--- src/rtl/adc_fifo_wr_arbiter.sv ---
// Round-robin write arbiter sharing one FIFO write port between NUM_CH
// free-running ADC channels, with per-channel hold registers, drop
// accounting and FIFO clear sequencing.
module adc_fifo_wr_arbiter #(
  parameter int unsigned NUM_CH       = 4,
  parameter int unsigned SAMPLE_WIDTH = 48,
  parameter int unsigned DATA_WIDTH   = 56,
  parameter int unsigned CNT_WIDTH    = 8
) (
  input  logic                           clk,
  input  logic                           rst_n,
  input  logic                           enable,
  input  logic [NUM_CH-1:0]              ch_strobe,
  input  logic [NUM_CH*SAMPLE_WIDTH-1:0] ch_data,
  input  logic                           clear_req,
  input  logic                           ovf_clr,
  input  logic                           fifo_full,
  output logic                           adc_wr_en,
  output logic [DATA_WIDTH-1:0]          adc_data,
  output logic                           fifo_clear,
  output logic [NUM_CH-1:0]              ch_overflow,
  output logic [NUM_CH*CNT_WIDTH-1:0]    drop_cnt,
  output logic                           busy
);

  localparam int unsigned TAG_W = DATA_WIDTH - SAMPLE_WIDTH;
  localparam int unsigned IDX_W = (NUM_CH > 1) ? $clog2(NUM_CH) : 1;
  localparam logic [IDX_W-1:0] LAST_IDX = IDX_W'(NUM_CH - 1);

  logic [NUM_CH-1:0]       r_hold_valid;
  logic [SAMPLE_WIDTH-1:0] r_hold_data [NUM_CH];
  logic [IDX_W-1:0]        r_last_grant;
  logic                    r_clear_req_d;
  logic                    r_fifo_clear;
  logic [NUM_CH-1:0]       r_ch_overflow;
  logic [CNT_WIDTH-1:0]    r_drop_cnt [NUM_CH];

  logic                    w_write_ok;
  logic [IDX_W-1:0]        w_grant;
  logic                    w_found;
  logic [IDX_W:0]          w_sum;
  logic [NUM_CH-1:0]       w_wr_vec;
  logic [NUM_CH-1:0]       w_capture;
  logic [NUM_CH-1:0]       w_drop;

  // Round-robin search starting just after the last granted channel
  always_comb begin
    w_grant = '0;
    w_found = 1'b0;
    w_sum   = '0;
    for (int unsigned k = 1; k <= NUM_CH; k++) begin
      w_sum = {1'b0, r_last_grant} + (IDX_W+1)'(k);
      if (w_sum >= (IDX_W+1)'(NUM_CH)) begin
        w_sum = w_sum - (IDX_W+1)'(NUM_CH);
      end
      if (!w_found && r_hold_valid[w_sum[IDX_W-1:0]]) begin
        w_grant = w_sum[IDX_W-1:0];
        w_found = 1'b1;
      end
    end
  end

  // Write qualification, one-hot write vector and FIFO word
  always_comb begin
    w_write_ok = enable & ~fifo_full & ~clear_req & ~r_fifo_clear & (|r_hold_valid);
    w_wr_vec   = '0;
    adc_data   = '0;
    if (w_write_ok) begin
      w_wr_vec = NUM_CH'(1) << w_grant;
      adc_data = {TAG_W'(w_grant), r_hold_data[w_grant]};
    end
  end

  // Per-channel capture vs. drop decision; a clear discards strobes silently
  always_comb begin
    w_capture = '0;
    w_drop    = '0;
    for (int unsigned i = 0; i < NUM_CH; i++) begin
      w_capture[i] = ch_strobe[i] & ~clear_req & (~r_hold_valid[i] | w_wr_vec[i]);
      w_drop[i]    = ch_strobe[i] & ~clear_req & r_hold_valid[i] & ~w_wr_vec[i];
    end
  end

  // Hold-valid bits, grant pointer and single-pulse FIFO clear on clear_req rise
  always_ff @(posedge clk) begin
    if (!rst_n) begin
      r_hold_valid  <= '0;
      r_last_grant  <= LAST_IDX;
      r_clear_req_d <= 1'b0;
      r_fifo_clear  <= 1'b0;
    end else begin
      if (clear_req) begin
        r_hold_valid <= '0;
        r_last_grant <= LAST_IDX;
      end else begin
        r_hold_valid <= (r_hold_valid & ~w_wr_vec) | w_capture;
        if (w_write_ok) begin
          r_last_grant <= w_grant;
        end
      end
      r_clear_req_d <= clear_req;
      r_fifo_clear  <= clear_req & ~r_clear_req_d;
    end
  end

  // Sample holding registers; contents only matter while hold_valid is set
  always_ff @(posedge clk) begin
    for (int unsigned i = 0; i < NUM_CH; i++) begin
      if (w_capture[i]) begin
        r_hold_data[i] <= ch_data[i*SAMPLE_WIDTH +: SAMPLE_WIDTH];
      end
    end
  end

  // Sticky overflow flags and saturating drop counters; a same-cycle drop beats ovf_clr
  always_ff @(posedge clk) begin
    if (!rst_n) begin
      r_ch_overflow <= '0;
      for (int unsigned i = 0; i < NUM_CH; i++) begin
        r_drop_cnt[i] <= '0;
      end
    end else begin
      for (int unsigned i = 0; i < NUM_CH; i++) begin
        if (ovf_clr) begin
          r_ch_overflow[i] <= w_drop[i];
          r_drop_cnt[i]    <= w_drop[i] ? CNT_WIDTH'(1) : '0;
        end else if (w_drop[i]) begin
          r_ch_overflow[i] <= 1'b1;
          if (r_drop_cnt[i] != '1) begin
            r_drop_cnt[i] <= r_drop_cnt[i] + CNT_WIDTH'(1);
          end
        end
      end
    end
  end

  // Flatten counters onto the output bus
  for (genvar g = 0; g < NUM_CH; g++) begin : g_cnt_out
    assign drop_cnt[g*CNT_WIDTH +: CNT_WIDTH] = r_drop_cnt[g];
  end

  assign adc_wr_en   = w_write_ok;
  assign fifo_clear  = r_fifo_clear;
  assign ch_overflow = r_ch_overflow;
  assign busy        = |r_hold_valid;

endmodule

--- config.mk ---
export PLATFORM = sky130hd
export DESIGN_NAME = adc_fifo_wr_arbiter
export DESIGN_NICKNAME = d
export VERILOG_FILES = /design/src/rtl/adc_fifo_wr_arbiter.sv
export SDC_FILE = /design/constraint.sdc
export NUM_CORES = 1
export LEC_CHECK = 0
export ABC_AREA = 1
export BUFFER_PORTS_ARGS = -buffer_cell sky130_fd_sc_hd__buf_2
export CORE_ASPECT_RATIO = 1.5
export CORE_MARGIN = 8
export CORE_UTILIZATION = 54
export CTS_BUF_LIST = sky130_fd_sc_hd__clkbuf_2 sky130_fd_sc_hd__clkbuf_4 sky130_fd_sc_hd__clkbuf_8
export DETAILED_ROUTE_END_ITERATION = 16
export GPL_TIMING_DRIVEN = 0
export HOLD_SLACK_MARGIN = 0.12
export PLACE_DENSITY_LB_ADDON = 0.3
export REMOVE_ABC_BUFFERS = 1
export SYNTH_ARGS = -nofsm -noshare
export SYNTH_HDL_FRONTEND = slang
export SYNTH_SLANG_ARGS = --single-unit
--- constraint.sdc ---
create_clock -name clk -period 6.1 [get_ports clk]
set_clock_uncertainty 0.15 [all_clocks]
set_input_delay 0.915 -clock clk [delete_from_list [all_inputs] [get_ports clk]]
set_output_delay 0.915 -clock clk [all_outputs]
set_load 0.005 [all_outputs]
-- Word level (Yosys, flattened, before mapping)
Memory sizes are Yosys's and may differ from the RTL's.
Index checks and enable logic that the tools add are counted.
Widths: inputs -> output; s select.
- output and inout port bits: 95
- bits in latches: 0
- RAM bits: 224
- memory bits (read-only): 0
- input port bits: 202
- flip-flop bits (word level): 12
- memories: 2
- memories (memory ; depth ; width ; read ports ; clocked after memory_dff ; wr ports ; RTL line ; source):
    r_hold_data ; 4 ; 48 ; 1 ; 0 ; 4 ; 31 ; logic [SAMPLE_WIDTH-1:0] r_hold_data [NUM_CH];
    r_drop_cnt ; 4 ; 8 ; 4 ; 0 ; 4 ; 36 ; logic [CNT_WIDTH-1:0] r_drop_cnt [NUM_CH];
- $add $sub $neg: 12
- shift operators: 1
- multiply operators: 0
- divide/modulo/power cells: 0
- muxes and demuxes: 73
- order comparisons: 8
- bitwise gates (word level): 49
- reductions and logical operators: 12
- equality and inequality tests: 4
- operators by type and width (kind ; count):
    $mux 8 ; 8
    $mux 1 ; 51
    $mux 50 ; 1
    $add 8x1->8 const B ; 4
    $ne 8x8->1 const B ; 4
    $and 1x1->1 ; 21
    $mux 2 ; 8
    $not 1->1 ; 13
    $ge 3x3->1 const B ; 4
    $lt 2x3->1 const B ; 4
    $or 1x1->1 ; 12
    $bmux 1 s2 ; 4
    $reduce_bool 2->1 ; 4
    $sub 2x1->2 const B ; 4
    $add 2x2->3 const B ; 2
    $and 4x4->4 ; 1
    $mux 4 ; 1
    $not 4->4 ; 1
    $or 4x4->4 ; 1
    $reduce_or 4->1 ; 1
    $shl 1x2->4 const A ; 1
    $add 2x1->3 const B ; 1
    $add 2x3->3 const B ; 1
    $logic_and 1x1->1 ; 3
    other kinds (2) ; 4

-- Longest topological paths before layout
Gate-level depths: netlist of run 1.
- depth after elaboration: 24
- depth in mapped cells: 17
- gate-level depth less buffers: 14

-- Least setup slack after synthesis of run 1
Ideal clock, no wire load.
- kind: input -> register
- start point: input clear_req
- end point: memory r_hold_data[0][0], enable pin
- stages on the path: 6
- library setup time: 513 ps
- arrival time: 4952 ps
- required time: 5437 ps
- path slack: 485 ps
- cell sequence: clkbuf_1 nor2_1 nand3b_1 nor2_2 a21oi_2 nor3_1
- RTL lines (what ; RTL line ; source):
    start, declared ; 15 ; input logic clear_req,
    end, declared ; 31 ;

-- Worst setup path after layout of run 1
- start point: register r_last_grant[0]
- end point: output adc_data[30]
- word-level cells in the longest chain between the ends: 17
- ends and longest elaborated chain (what ; RTL line ; source):
    start, declared ; 32 ; logic [IDX_W-1:0] r_last_grant;
    start signal, assigned ; 98 ; r_last_grant <= w_grant;
    $add 2x1->3 ; 52 ; w_sum = {1'b0, r_last_grant} + (IDX_W+1)'(k);
    $ge 3x3->1 or $sub 2x1->2 (tied branches) ; 53, 54 ;
    $mux 2 ; 53 ; if (w_sum >= (IDX_W+1)'(NUM_CH)) begin
    $bmux 1 s2 ; 56 ; if (!w_found && r_hold_valid[w_sum[IDX_W-1:0]]) begin
    $mux 1 (implied by the code) ; 56 ;
    $mux 1 ; 56 ;
    $logic_not 1->1 ; 56 ;
    $logic_and 1x1->1 ; 56 ;
    $mux 1 ; 56 ;
    $logic_not 1->1 ; 56 ;
    $logic_and 1x1->1 ; 56 ;
    $mux 1 ; 56 ;
    $logic_not 1->1 ; 56 ;
    $logic_and 1x1->1 ; 56 ;
    $mux 2 (*) ; 56 ;
    $mem_v2 4x48 (*) ; -- ;
    $mux 50 (*) ; 68 ; if (w_write_ok) begin
    end, declared ; 19 ; output logic [DATA_WIDTH-1:0] adc_data,
Every way passes the cells marked *; elsewhere a longest branch is shown, timed or not. The select of a mux whose other input is x is not followed.

==> results by group, run 1 <==
Finish
  • Nets: around 1500
  • Share of layout cells above drive strength 1: 31.03%
  • Final cell count without fillers: 1537
  • Area taken by flip-flops and latches: around 7000 µm²
  • Commonest cells after routing, fill and taps aside: nand2_1, buf_2, edfxtp_1
  • FILL cells: 1473
  • Design Area, Final: about 13000 µm²
  • Most common cell after layout, fill and taps aside: nand2_1
  • Area growth syn-to-layout: 23.98%
  • Finished Core Util: 68.12%
  • Area of the multi-input gates: 2856 µm²

Floorplanning
  • Die height: 184.3 µm
  • Initial Util: between 50% and 60%
  • Full die area: ~24000 µm²
  • Row count: 61
  • I/O Pins: 297
  • DIE WIDTH: 128.2 µm
  • Core Region: 18550 µm²

Pwr
  • Peak supply drop: 0.2182 mV
  • PD cells: 274.8 nW/µm²
  • Lkg Pwr: between 5 and 6 nW

Synth
  • Synth Area per Inst: 10.70 µm²
  • Async S/R FF share, synth: 0%
  • Top FF cell, synth: edfxtp_1
  • Register bit total from synthesis: 236
  • Number of synthesized flops with an enable pin: 224
  • Seq/Total Area, Yosys: 68.36%
  • Cell area after synthesis: 10190 µm²
  • Mapped Cells: between 900 and 1000
  • Cell variety after synth: 36
  • Yosys warnings: 0

GRT
  • Global routing usage on met3: under 10%
  • GRT Overall Usage: 22.60%
  • Met1 Resource Use GR: 23.61%
  • Global route total overflow: 0
  • Most Crowded Layer GR: met2
  • Vias in the first global route: 7866
  • Initial antenna violation count: 10
  • First-pass GRT wire length: just over 40000 µm
  • Met2 usage: a little over two fifths
  • Largest net degree at the start of global routing: 100

Clock network
  • CTS resizes: 0
  • CTS max path bufs: 3
  • CTS tree: built
  • Post-CTS Setup Bufs: 0
  • CTS buffer count: 35
  • Clock Pin Slew Worst Setup and Hold Paths: 0.06 ns
  • Hold_buf cts: 0
  • Sink Count: between 200 and 250
  • Root Buffer: clkbuf_8
  • CTS HTree Levels: 2
  • Clk_lat worst skew: 0.49 ns

STA
  • Max Fclk: about 0.19 GHz
  • Slew HR: 22.29%
  • Final WS setup: 0.7212 ns
  • Least-Margin Pin Slew: 1.166 ns
  • Hold Fails Final Rpt: 0
  • # setup viols final: 0
  • RSZ-0062 raised after global routing: false
  • Max-slew violation count: 0
  • Final min period: about 5.4 ns
  • Fin crit share: 88.18%

Setup path
  • Crit path max-delay family: simple AND/OR/NAND/NOR gates
  • Cell breakdown of the critical path: inv_4 -> nand2_1 -> nand2_1 -> nand2_1 -> nand2_1 -> nor2_4 -> nand2_1 -> nand3_2 -> nand2_4 -> inv_4 -> nand2_1 -> nand2_1 -> nand2_1 -> a21oi_1 -> buf_2
  • Reg-to-Reg End: r_hold_data[1][46]
  • WP buf/inv: 3
  • Worst Path Class, Setup: reg2out
  • Reg2Reg Launch Point: r_last_grant[0]
  • Worst setup EP type: primary output
  • Critical path's largest stage delay: 1.03 ns
  • Req. time, crit path: around 5.0 ns
  • Worst path most repeated cell: nand2_1
  • Worst reg2reg path depth: 14
  • Crit path max-delay cell type: inv_4
  • WP data arrival: approximately 4.3 ns
  • Largest fanout on the critical path: 99
  • R2r setup slk: 1.13 ns
  • Worst Setup Start Kind: flop

Place
  • HPWL Detailed: roughly 19000 µm
  • Placed insts: 1466
  • # port buffers: 290
  • Placer Congestion: 0.8453
  • DP Area: 11930 µm²
  • DP Worst Slack: roughly 1.1 ns

Status
  • Status: finished clean

Worst hold path
  • Hold Path End: fifo_clear
  • Hold path cells: 1
  • Worst min path class: reg2reg
  • Worst hold start: r_clear_req_d

Routing
  • DR pass1 iterations: 5
  • Routed WL: 27650 µm
  • Post-DR wirelength/cell: 17.99 µm
  • DR vias: 7758
  • Vias per cell: 5.047
  • DRT antenna net count: 0
  • Starting DRT DRC Count: between 600 and 700
  • Residual DRC: 0

Job
  • Max-Cap Viols: 0
## worst max path at each step
stage / start / to / slack, ns / cells past startpoint
after floorplan: r_last_grant[0] / r_hold_data[0][0] / 0.13 / 10
after global placement: r_last_grant[0] / r_hold_data[0][35] / -3.39 / 10
after detailed placement: r_last_grant[0] / r_hold_data[2][39] / 1.09 / 13
after CTS: r_last_grant[0] / adc_data[8] / 0.69 / 15
after global routing: r_last_grant[0] / adc_data[30] / 0.38 / 15
final: r_last_grant[0] / adc_data[30] / 0.72 / 15
## cells by family (layout without fill, tap and decap cells)
family	Yosys count	in the layout	synth area share [%]
flip-flops	236	236	68.36
XOR/XNOR	22	22	1.891
buffers and inverters	81	400	4.174
other	1	15	0.03680
adder cells (fa/ha/maj)	4	4	0.4911
AND/OR/NAND/NOR	541	541	21.33
AO/OA/AOI/OAI	67	67	3.720
## cell usage after synthesis, types with 3 or more instances
library cell	n	share of area [%]
a21oi_1	46	2.3
inv_2	6	0.22
dfxtp_1	12	2.4
edfxtp_1	224	66
nor2_1	50	1.8
nand2_1	443	16
buf_2	18	0.88
xor2_1	14	1.2
buf_8	4	0.59
a31oi_1	3	0.18
o21ai_0	5	0.25
ha_1	4	0.49
nand3_1	22	1.1
nand2_2	3	0.18
inv_1	29	1.1
nand3_2	4	0.39
xnor2_1	8	0.69
nand4_2	3	0.37
a21oi_2	10	0.86
nand4_1	3	0.18
clkbuf_1	10	0.37
buf_4	11	0.81
## through the flow
| stage | hold WS (ns) | power, mW | TNS [ns] |
|---|---|---|---|
| after floorplan | 0.2181 | 2.096 | 0 |
| after global placement | 0.2245 | 2.252 | -454.94 |
| after detailed placement | 0.2311 | 2.270 | 0 |
| after CTS | 0.2416 | 3.498 | 0 |
| after global routing | 0.2676 | 3.611 | 0 |
| final | 0.2373 | 3.472 | 0 |
## flip-flops by register name, indices dropped and copies added (netlist names)
signal and count:
r_hold_data 192, r_drop_cnt 32, ch_overflow 4, r_hold_valid 4
r_last_grant 2, fifo_clear 1, r_clear_req_d 1
## per-layer routing
metal | vias up | wire, µm
li1 | 3759 | -
met1 | 3655 | 9741
met2 | 281 | 15120
met3 | 59 | 1882
met4 | 4 | 890
met5 | - | 18
## area by class of cell
cell class                      count  area share [%]
Antenna cell                        9          0.1783
Clock buffer                       56           5.209
Clock inverter                      6          0.1981
Inverter                           37           1.139
Multi-Input combinational cell    640           22.61
Sequential cell                   236           55.14
Tap cell                          252           2.496
Timing Repair Buffer              301           13.03
## power by group
| group | internal [mW] | switching, mW | total (mW) |
|---|---|---|---|
| clock | 0.682 | 0.555 | 1.24 |
| sequential | 1.85 | 0.0273 | 1.88 |
| combinational | 0.132 | 0.222 | 0.354 |
Note: power is estimated with default switching activity, not from simulation.
==> run 2, diff against run 1 <==
Settings changed: CORE_UTILIZATION 54 to 49.
Clock period 6.1 ns to 4.4 ns, I/O delays scaled along.
==> results by group, run 2 (same netlist as run 1, synthesis figures left out) <==
STA
  • Final min period: 4.183 ns
  • # setup viols final: 0 (unchanged)
  • Hold Fails Final Rpt: 0 (unchanged)
  • Least-Margin Pin Slew: 1.215 ns (was 1.166 ns)
  • Max-slew violation count: 0 (unchanged)
  • Slew HR: 18.86% (was 22.29%)
  • RSZ-0062 raised after global routing: false (unchanged)
  • Hold Slack: 0.1683 ns (was 0.2373 ns)
  • Final WS setup: 0.2170 ns (was 0.7212 ns)
  • Setup_tns: 0 ns (unchanged)
  • Max Fclk: 0.2391 GHz
  • Fin crit share: a little over nine tenths

GRT
  • Vias in the first global route: 7953 (was 7866)
  • Largest net degree at the start of global routing: 100 (unchanged)
  • Initial antenna violation count: 13 (was 10)
  • First-pass GRT wire length: 42880 µm (was 41150 µm)
  • GRT Overall Usage: 21.64% (was 22.60%)
  • Global route total overflow: 0 (unchanged)

Pwr
  • Power Internal: 3.653 mW (was 2.667 mW)
  • PD cells: 380.4 nW/µm² (was 274.8 nW/µm²)
  • Lkg Pwr: 5.641 nW (was 5.620 nW)
  • Register share of total power: 53.8% (was 54.2%)
  • Power after layout: 4.844 mW (was 3.472 mW)
  • Peak supply drop: 0.2275 mV (was 0.2182 mV)
  • Logic pwr share: 10.6% (was 10.2%)
  • Clk pwr share: 35.6% (about the same)
  • NetSw: 1.191 mW (was 0.8047 mW)
  • Sw Ratio: 24.59% (was 23.18%)

Finish
  • Final cell count without fillers: 1560 (was 1537)
  • Finished Core Util: 62.36% (was 68.12%)
  • Most common cell after layout, fill and taps aside: nand2_1 (unchanged)
  • Largest registers: r_hold_data x192, r_drop_cnt x32 (unchanged)
  • Max reg flops: 192 (unchanged)
  • Top reg by flops: r_hold_data (unchanged)
  • Share of layout cells above drive strength 1: 31.09% (was 31.03%)
  • Commonest cells after routing, fill and taps aside: nand2_1, buf_2, edfxtp_1 (unchanged)
  • Area growth syn-to-layout: 24.95% (was 23.98%)
  • Nets: 1460 (was 1457)
  • Design Area, Final: 12730 µm² (was 12630 µm²)

Routing
  • Routed WL: 29980 µm (was 27650 µm)
  • Residual DRC: 0 (unchanged)
  • Vias per cell: 5.079 (was 5.047)
  • DR vias: 7923 (was 7758)
  • Met2 Wirelength: 16050 µm (was 15120 µm)
  • Starting DRT DRC Count: 503 (was 609)
  • Highest metal used: met5 (unchanged)
  • DR pass1 iterations: 5 (unchanged)
  • Wl on met1: 10630 µm (was 9741 µm)
  • DRT antenna net count: 0 (unchanged)
  • WL met3: 2133 µm (was 1882 µm)
  • Post-DR wirelength/cell: 19.22 µm (was 17.99 µm)

Floorplanning
  • Row count: 64 (was 61)
  • Die height: 192.6 µm (was 184.3 µm)
  • Full die area: 25760 µm² (was 23610 µm²)
  • Initial Util: 49.91% (was 54.95%)
  • DIE WIDTH: 133.8 µm (was 128.2 µm)
  • Core Region: 20420 µm² (was 18550 µm²)
  • I/O Pins: 297 (unchanged)

Clock network
  • CTS buffer count: 35 (unchanged)
  • CTS max path bufs: 3 (unchanged)
  • Clock Pin Slew Worst Setup and Hold Paths: 0.07 ns (was 0.06 ns)
  • CTS HTree Levels: 2 (unchanged)
  • CTS tree: built (unchanged)
  • Sink Count: 236 (unchanged)
  • Clk_lat worst skew: 0.50 ns (was 0.49 ns)
  • Root Buffer: clkbuf_8 (unchanged)

Setup path
  • Worst Setup Start Kind: flop (unchanged)
  • Cell breakdown of the critical path: inv_4 -> nand2_1 -> nand2_1 -> nand2_1 -> inv_1 -> a31oi_1 -> nand3_4 -> buf_12 -> inv_6 -> nand2_1 -> a21oi_2 -> buf_2 (was inv_4 -> nand2_1 -> nand2_1 -> nand2_1 -> nand2_1 -> nor2_4 -> nand2_1 -> nand3_2 -> nand2_4 -> inv_4 -> nand2_1 -> nand2_1 -> nand2_1 -> a21oi_1 -> buf_2)
  • Worst path most repeated cell: nand2_1 (unchanged)
  • WP data arrival: 3.37 ns (was 4.31 ns)
  • Worst Path Class, Setup: reg2out (unchanged)
  • Critical path's largest stage delay: 0.57 ns (was 1.03 ns)
  • Req. time, crit path: 3.59 ns (was 5.03 ns)
  • Crit path max-delay cell type: dfxtp_1 (was inv_4)
  • Worst setup EP type: primary output (unchanged)
  • Largest fanout on the critical path: 49 (was 99)

Job
  • Max-Cap Viols: 0 (unchanged)

Place
  • Placed insts: 1480 (was 1466)
  • DP Area: 11960 µm² (was 11930 µm²)
  • Placer Congestion: 0.7908 (was 0.8453)
  • HPWL Detailed: 19850 µm (was 19100 µm)
  • # port buffers: 290 (unchanged)
  • DP Worst Slack: -0.3532 ns (was 1.094 ns)

Worst hold path
  • Worst min path class: in2reg (was reg2reg)

Status
  • Status: finished clean (unchanged)
==> run 2: cell types whose count changed in the layout (fill, tap and decap cells not counted), moves of 2 or more <==
cell,delta
diode_2,+7
clkbuf_4,-6
clkinv_2,+4
buf_12,+2
buf_6,+2
clkinv_1,+2
==> run 2: final timing paths <==
check	startpoint	slack, ns	end	cells after the start
max	r_last_grant[0]	0.22	adc_data[18]	12
min	ch_data[58]	0.17	r_hold_data[1][10]	1
max reg2reg	r_last_grant[0]	0.70	r_hold_data[1][15]	12
min reg2reg	r_clear_req_d	0.24	fifo_clear	1
==> run 2: timing repair <==
item | CTS | global route
hold endpoints to repair | 0 | 0
pin swaps | 0 | 1
gates resized for setup | 7 | 2
setup buffers | 0 | 0
hold buffers | 0 | 0
setup endpoints to repair | 158 | 48
cloned | 0 | 1
==> run 2: per-layer routing <==
metal | GRT usage (%) | up-vias
li1 | - | 3771
met1 | 22.22 | 3755
met2 | 39.67 | 324
met3 | 5.185 | 69
met4 | 11.96 | 4
met5 | 0 | -
==> run 2: critical path: cells and delay by family, from the launching register on <==
family	cells	cell delay, ns
buffers and inverters	5	1.03
AND/OR/NAND/NOR	5	0.79
flip-flops	1	0.57
AO/OA/AOI/OAI	2	0.44
==> run 2: power groups by stage <==
stage               combinational [mW]  clock [mW]  sequential, mW
floorplan                        0.252           0            2.65
global placement                 0.463           0            2.66
detailed placement               0.504           0            2.65
CTS                              0.507        1.75            2.61
global route                     0.567        1.85            2.61
finish                           0.512        1.73            2.61
==> run 2: final cells by class <==
cell class / instances / area, µm²
fill: 1719 / 7686
sequential: 236 / 6967
multi-input combinational: 641 / 2884
timing repair buffer: 303 / 1667
clock buffer: 50 / 613.1
tap: 264 / 330.3
inverter: 37 / 172.7
clock inverter: 13 / 60.06
antenna: 16 / 40.04
